File: config.mk
export PLATFORM = sky130hd
export DESIGN_NAME = mem_stage
export DESIGN_NICKNAME = d
export VERILOG_FILES = /design/src/rtl/mem_stage_pkg.sv /design/src/rtl/mem_rdata_hold.sv /design/src/rtl/mem_stage.sv
export SDC_FILE = /design/constraint.sdc
export NUM_CORES = 1
export LEC_CHECK = 0
export BUFFER_PORTS_ARGS = -buffer_cell sky130_fd_sc_hd__clkbuf_2
export CORE_MARGIN = 1
export CORE_UTILIZATION = 45
export CTS_CLUSTER_DIAMETER = 120
export DETAILED_ROUTE_END_ITERATION = 12
export PLACE_DENSITY = 0.78
export SLEW_MARGIN = 20
export SYNTH_ARGS = -nofsm -noshare
export SYNTH_HDL_FRONTEND = slang
export SYNTH_HIERARCHICAL = 1
export SYNTH_SLANG_ARGS = --single-unit
export TNS_END_PERCENT = 100
File: constraint.sdc
create_clock -name clk -period 3.2 [get_ports clk]
set_input_delay 0.64 -clock clk [delete_from_list [all_inputs] [get_ports clk]]
set_output_delay 0.64 -clock clk [all_outputs]
set_load 0.05 [all_outputs]
File: src/rtl/mem_stage_pkg.sv
// rtl/mem_stage_pkg.sv - pipeline bus widths and field layouts shared by all stages
package mem_stage_pkg;

   localparam int ES_TO_MS_BUS_W = 71;
   localparam int MS_TO_WS_BUS_W = 70;
   localparam int FWD_BUS_W      = 39;

   // Field order is MSB first; these structs are the authoritative bit layouts.
   typedef struct packed {
      logic        res_from_mem;   // [70]
      logic        gr_we;          // [69]
      logic [4:0]  dest;           // [68:64]
      logic [31:0] alu_result;     // [63:32]
      logic [31:0] pc;             // [31:0]
   } es_to_ms_t;

   typedef struct packed {
      logic        gr_we;          // [69]
      logic [4:0]  dest;           // [68:64]
      logic [31:0] final_result;   // [63:32]
      logic [31:0] pc;             // [31:0]
   } ms_to_ws_t;

   typedef struct packed {
      logic        fwd_we;         // [38]
      logic        fwd_is_load;    // [37]
      logic [4:0]  dest;           // [36:32]
      logic [31:0] final_result;   // [31:0]
   } ms_fwd_t;

endpackage

File: src/rtl/mem_rdata_hold.sv
// rtl/mem_rdata_hold.sv - captures SRAM read data in an instruction's first MEM cycle and holds it across WB stalls
module mem_rdata_hold
   import mem_stage_pkg::*;
(
   input  logic        clk,
   input  logic        resetn,
   input  logic        capture_i,
   input  logic        leave_i,
   input  logic        ms_valid_i,
   input  logic        ws_allowin_i,
   input  logic [31:0] data_sram_rdata_i,
   output logic [31:0] load_data_o
);

   logic        first_cycle_q, first_cycle_d;
   logic        rdata_held_q,  rdata_held_d;
   logic [31:0] rdata_buf_q,   rdata_buf_d;
   logic        hold_now;

   // SRAM data is only valid in the first cycle, so a stall then must snapshot it.
   assign hold_now = first_cycle_q && ms_valid_i && !ws_allowin_i;

   always_comb begin
      first_cycle_d = capture_i;
      rdata_held_d  = rdata_held_q;
      rdata_buf_d   = rdata_buf_q;
      if (capture_i || leave_i) begin
         rdata_held_d = 1'b0;
      end else if (hold_now) begin
         rdata_held_d = 1'b1;
         rdata_buf_d  = data_sram_rdata_i;
      end
   end

   always_ff @(posedge clk or negedge resetn) begin
      if (!resetn) begin
         first_cycle_q <= 1'b0;
         rdata_held_q  <= 1'b0;
         rdata_buf_q   <= 32'h0;
      end else begin
         first_cycle_q <= first_cycle_d;
         rdata_held_q  <= rdata_held_d;
         rdata_buf_q   <= rdata_buf_d;
      end
   end

   assign load_data_o = rdata_held_q ? rdata_buf_q : data_sram_rdata_i;

endmodule

File: src/rtl/mem_stage.sv
// rtl/mem_stage.sv - MEM pipeline stage: handshake, bus register, load result select and ID forwarding
module mem_stage
   import mem_stage_pkg::*;
#(
   parameter int ES_TO_MS_BUS_W = mem_stage_pkg::ES_TO_MS_BUS_W,
   parameter int MS_TO_WS_BUS_W = mem_stage_pkg::MS_TO_WS_BUS_W,
   parameter int FWD_BUS_W      = mem_stage_pkg::FWD_BUS_W
)(
   input  logic                      clk,
   input  logic                      resetn,
   input  logic                      es_to_ms_valid,
   input  logic [ES_TO_MS_BUS_W-1:0] es_to_ms_bus,
   output logic                      ms_allowin,
   input  logic [31:0]               data_sram_rdata,
   input  logic                      ws_allowin,
   output logic                      ms_to_ws_valid,
   output logic [MS_TO_WS_BUS_W-1:0] ms_to_ws_bus,
   output logic [FWD_BUS_W-1:0]      ms_fwd_bus
);

   logic                      ms_valid_q, ms_valid_d;
   logic [ES_TO_MS_BUS_W-1:0] bus_q,      bus_d;
   logic                      ms_ready_go;
   logic                      capture;
   logic                      leave;
   logic [31:0]               load_data;
   logic [31:0]               final_result;
   es_to_ms_t                 es;
   ms_to_ws_t                 ws_out;
   ms_fwd_t                   fwd_out;

   assign ms_ready_go    = 1'b1;
   assign ms_allowin     = !ms_valid_q || (ms_ready_go && ws_allowin);
   assign ms_to_ws_valid = ms_valid_q && ms_ready_go;
   assign capture        = es_to_ms_valid && ms_allowin;
   assign leave          = ms_to_ws_valid && ws_allowin;

   always_comb begin
      ms_valid_d = ms_valid_q;
      bus_d      = bus_q;
      if (ms_allowin) ms_valid_d = es_to_ms_valid;
      if (capture)    bus_d      = es_to_ms_bus;
   end

   always_ff @(posedge clk or negedge resetn) begin
      if (!resetn) begin
         ms_valid_q <= 1'b0;
         bus_q      <= '0;
      end else begin
         ms_valid_q <= ms_valid_d;
         bus_q      <= bus_d;
      end
   end

   mem_rdata_hold u_rdata_hold (
      .clk               (clk),
      .resetn            (resetn),
      .capture_i         (capture),
      .leave_i           (leave),
      .ms_valid_i        (ms_valid_q),
      .ws_allowin_i      (ws_allowin),
      .data_sram_rdata_i (data_sram_rdata),
      .load_data_o       (load_data)
   );

   assign es           = bus_q;
   assign final_result = es.res_from_mem ? load_data : es.alu_result;

   // Bus fields stay visible while invalid; consumers qualify them with the valid bits.
   always_comb begin
      ws_out.gr_we         = es.gr_we;
      ws_out.dest          = es.dest;
      ws_out.final_result  = final_result;
      ws_out.pc            = es.pc;
      fwd_out.fwd_we       = ms_valid_q && es.gr_we && (es.dest != 5'd0);
      fwd_out.fwd_is_load  = ms_valid_q && es.res_from_mem;
      fwd_out.dest         = es.dest;
      fwd_out.final_result = final_result;
   end

   assign ms_to_ws_bus = ws_out;
   assign ms_fwd_bus   = fwd_out;

endmodule
# Word-level counts from Yosys, hierarchy flattened
# Index checks and enable logic that the tools add are counted.
# classes
muxes,4
bitwise_logic,1
n_reduce_logical,14
# ops
cell,count
$mux W32,2
$logic_and A1 B1 Y1,7
$reduce_bool A5 Y1,1
$logic_not A1 Y1,2
$logic_or A1 B1 Y1,2
$mux W1,2
$reduce_and A2 Y1,1
$reduce_bool A2 Y1,1
$not A1 Y1,1
# totals
register_bits,106
in_bits,107

# Longest topological paths before layout
# depth
depth_word,6
ltp_mapped,8
depth_no_buf,6

# By module
# The synthesis kept the hierarchy.
# modules_own_cells
mod,instances,cells_each,area_per_inst_um2,seq_area_each_um2
mem_stage,1,269,3955.0,1801.7
mem_rdata_hold,1,110,1779.2,850.8

# Worst setup path after synthesis
# Ideal clock, no wire load.
# synth_path
kind,flip-flop to flip-flop
startpoint,register ms_valid_q (netlist: ms_to_ws_valid)
endpoint,register u_rdata_hold.rdata_buf_q[0]
setup_time_ps,125
arrival_ps,2212
path_slack_ps,863
stages_incl_launch_ff,9
n_path_buf,2
synth_period_minus_slack_ps,2337
path_cell_list,dfrtp_1 nand2b_4 nand2_8 buf_6 inv_1 nor2_2 nand4_4 buf_6 mux2_4
# synth_via
elab_chain_len,6
# synth_rtl
element,line_no,text
from (decl),mem_stage.sv:21,"logic ms_valid_q, ms_valid_d;"
from (signal assigned),mem_stage.sv:50,ms_valid_q <= ms_valid_d;
$logic_not A1 Y1,mem_stage.sv:33,assign ms_allowin = !ms_valid_q || (ms_ready_go && ws_allowin);
$logic_or A1 B1 Y1,mem_stage.sv:33,
via ms_allowin,mem_stage.sv:13,"output logic ms_allowin,"
$logic_and A1 B1 Y1,mem_stage.sv:35,assign capture = es_to_ms_valid && ms_allowin;
via capture,mem_stage.sv:24,logic capture;
$logic_or A1 B1 Y1,mem_rdata_hold.sv:27,if (capture_i || leave_i) begin
$not A1 Y1 (no source line),n/a,
$reduce_and A2 Y1 (no source line),n/a,
to (signal assigned),mem_rdata_hold.sv:43,rdata_buf_q <= rdata_buf_d;
to (decl),mem_rdata_hold.sv:17,"logic [31:0] rdata_buf_q, rdata_buf_d;"
# The timed path passes the listed nets, and every way through them passes these cells.
# A chain may end at the register's enable or synchronous reset.

# Final worst setup path
# layout_path
startpoint,register u_rdata_hold.rdata_held_q
endpoint,output port ms_to_ws_bus[53]
# layout_via
elab_chain_len,2
# layout_rtl
element,line_no,text
from (decl),mem_rdata_hold.sv:16,"logic rdata_held_q, rdata_held_d;"
from (signal assigned),mem_rdata_hold.sv:42,rdata_held_q <= rdata_held_d;
$mux W32,mem_rdata_hold.sv:47,assign load_data_o = rdata_held_q ? rdata_buf_q : data_sram_rdata_i;
via load_data[21],mem_stage.sv:26,logic [31:0] load_data;
$mux W32,mem_stage.sv:67,assign final_result = es.res_from_mem ? load_data : es.alu_result;
to (decl),mem_stage.sv:17,"output logic [MS_TO_WS_BUS_W-1:0] ms_to_ws_bus,"
# The timed path passes the listed nets, and every way through them passes these cells.

==> results.yml <==
status:
  status: "completed"
global_route:
  grt_max_degree: 59
  grt_remaining_overflow: 0
  grt_pass1_vias: 3405
  track_usage_pct: 17.3
  grt_first_pass_wirelength_um: 17400
  antenna_found_initial: 0
layout:
  drive_above_1_share_pct: 77.7
  area_delta_synth_final_pct: 16.4
  nets: 627
  diodes: 0
  nFillCells: 1061
clock_network:
  cts_buffers: 9
  postCtsHoldBufs: 0
  post_cts_buffers: 0
  cts_tree: "yes"
  htreeDepth: 3
  clkLatencyLatePin_ns: 0.34
  clk_pin_slew_ns: 0.07
  clockBufferDepth: 2
  cts_resized: 0
  cts_sinks: 106
  root_buffer: "clkbuf_16"
logic_synthesis:
  synth_edf_count: 0
  yosys_register_bits: 106
  yosysWarnings: 6
  synth-seq-area-share_pct: 46.3
  synth_area_mm2: 0.00573
  synth_cells: 379
  synth_cell_type_count: 18
  avgSynthCellArea_um2: 15.1
  synthFlopType: "dfrtp_1"
  ys_async_sr_fraction_pct: 100
  synth_nets: 486
place:
  hpwl_um: 8030
  gp_routability_congestion: 0.692
  portBuffers: 217
routing:
  drtAntennaViolNets: 0
  drc_errors: 0
  vias_per_cell: 4.72
  drt-initial-drc-count: 107
  num_vias: 3273
  wl_um: 11200
  firstDrtPassIters: 4
  wl_per_cell_um: 16.2
setup_path:
  cp_common_cell: "mux2_2"
  critPathLaunchType: "flip-flop"
  critPathArrivalTime_ns: 2.03
  slowest_stage: "buf_4"
  cp_max_fo: 32
  critical_path_class: "flip-flop to primary output"
  end_kind: "primary output"
  cp_cell_sequence: "buf_4 > mux2_2 > mux2_2 > clkbuf_2"
  max_stage_delay_ns: 0.39
  path_buf_inv: 2
  path_delay_family: "multiplexers"
  rrSetupSlack_ns: 1.02
  crit_required_ns: 2.56
die:
  die_h_um: 115
  start_util_pct: 47.0
  dieArea_mm2: 0.0132
  core_mm2: 0.0122
  fp-row-count: 40
  io_pins: 218
  die_w_um: 115
timing:
  fmax_mhz: 374
  slew_violations: 0
  finClkSkew_ns: 0.00337
  finalCriticalPeriod_ns: 2.67
  worstMarginPinSlew_ns: 0.639
  finalCritPeriodShare_pct: 83.5
  holdWs_ns: 0.306
  rsz0062_at_grt: "no"
  setup_tns_ns: 0
  hold_viol: 0
  setup_viol: 0
  slew_headroom_pct: 57.4
worst_hold_path:
  hp-class: "input port to asynchronous set/reset pin"
job:
  maxCapViolCount: 0
power_and_ir_drop:
  p_leak_nw: 3.53
  ir_worst_vdd_mv: 0.465
  powerDensity_mw_per_mm2: 702
## worst paths after layout
check | start | end | cells past startpoint
setup reg to reg | ms_to_ws_valid$_DFFE_PN0P_ | u_rdata_hold/rdata_buf_q[24]$_DFFE_PN0P_ | 7
max in group asynchronous | resetn | bus_q[17]$_DFFE_PN0P_ | 2
min in group clk | bus_q[52]$_DFFE_PN0P_ | bus_q[52]$_DFFE_PN0P_ | 1
setup / recovery | u_rdata_hold/rdata_held_q$_DFFE_PN0P_ | ms_to_ws_bus[53] | 4
hold / removal | resetn | bus_q[60]$_DFFE_PN0P_ | 1
hold reg to reg | bus_q[52]$_DFFE_PN0P_ | bus_q[52]$_DFFE_PN0P_ | 1
## final cells by class
| class | instances | area [um^2] | share of cell area, % |
|---|---|---|---|
| tap | 168 | 210 | 3.15 |
| clock inverter | 2 | 10.0 | 0.150 |
| multi-input combinational | 178 | 2360 | 35.4 |
| sequential | 106 | 2650 | 39.8 |
| timing repair buffer | 223 | 1160 | 17.4 |
| clock buffer | 14 | 274 | 4.11 |
| inverter | 2 | 7.51 | 0.113 |
## power by group
part           switching, W  internal, W  total [W]
Combinational       0.00121     0.000667    0.00188
Sequential         0.000154      0.00159    0.00174
Clock              0.000471     0.000590    0.00106
Total               0.00184      0.00285    0.00468
## synth_stat cells (2+ instances only)
cell type  number  share of area, %
buf_4          75               9.8
inv_1           2              0.13
mux2_4         99                26
dfrtp_1       106                46
and2_1          2              0.22
buf_2           7              0.61
mux2_2         68                13
buf_6          10               2.0
## per-layer routing
metal  vias up  routed length, um  track usage [%]
li1       1521                  -                -
met1      1639               4660             20.7
met2       108               5810             30.2
met3         5                623             5.27
met4         0                 96             4.68
met5         -                  0                0
## placed cells by master, fill, tap and decap left out
cell | synthesis | layout
a31oi_1 | 1 | 1
mux2_4 | 99 | 99
clkbuf_16 | 0 | 9
nor2_2 | 1 | 1
buf_12 | 0 | 2
nand2_8 | 1 | 1
and2_1 | 2 | 2
o311a_1 | 1 | 1
clkinv_2 | 0 | 2
inv_1 | 2 | 2
nor3_1 | 1 | 1
dfrtp_1 | 106 | 106
clkbuf_2 | 0 | 216
nand4_4 | 1 | 1
nand2b_1 | 1 | 1
or3_1 | 1 | 1
clkbuf_8 | 0 | 3
mux2_2 | 68 | 68
nand2b_4 | 1 | 1
buf_4 | 75 | 5
clkbuf_1 | 1 | 2
## cell families after synthesis
| kind of cell | synth area share [%] |
|---|---|
| AND/OR/NAND/NOR | 1.59 |
| flip-flops | 46.3 |
| multiplexers | 39.3 |
| AO/OA/AOI/OAI | 0.284 |
| buffers and inverters | 12.6 |
## per-stage QoR
| stage | util (%) | worst slack, ns | total power, W | cell area (um^2) | cells |
|---|---|---|---|---|---|
| 2_1_floorplan | - | 0.863 | 0.00345 | 5730 | 379 |
| 3_3_place_gp | 52.3 | 0.794 | 0.00362 | 6390 | 677 |
| 3_5_place_dp | 52.3 | 0.736 | 0.00365 | 6390 | 677 |
| 4_1_cts | 54.6 | 0.497 | 0.00475 | 6670 | 693 |
| 5_1_grt | 54.6 | 0.429 | 0.00489 | 6670 | 693 |
| 6_report | 54.6 | 0.529 | 0.00468 | 6670 | 693 |
## sequential cells by signal, summed over array words and instances, names as in the netlist
register / flops
bus_q: 71
ms_to_ws_valid: 1
u_rdata_hold/first_cycle_q: 1
u_rdata_hold/rdata_buf_q: 32
u_rdata_hold/rdata_held_q: 1
Power figures use the tool's default switching activity.
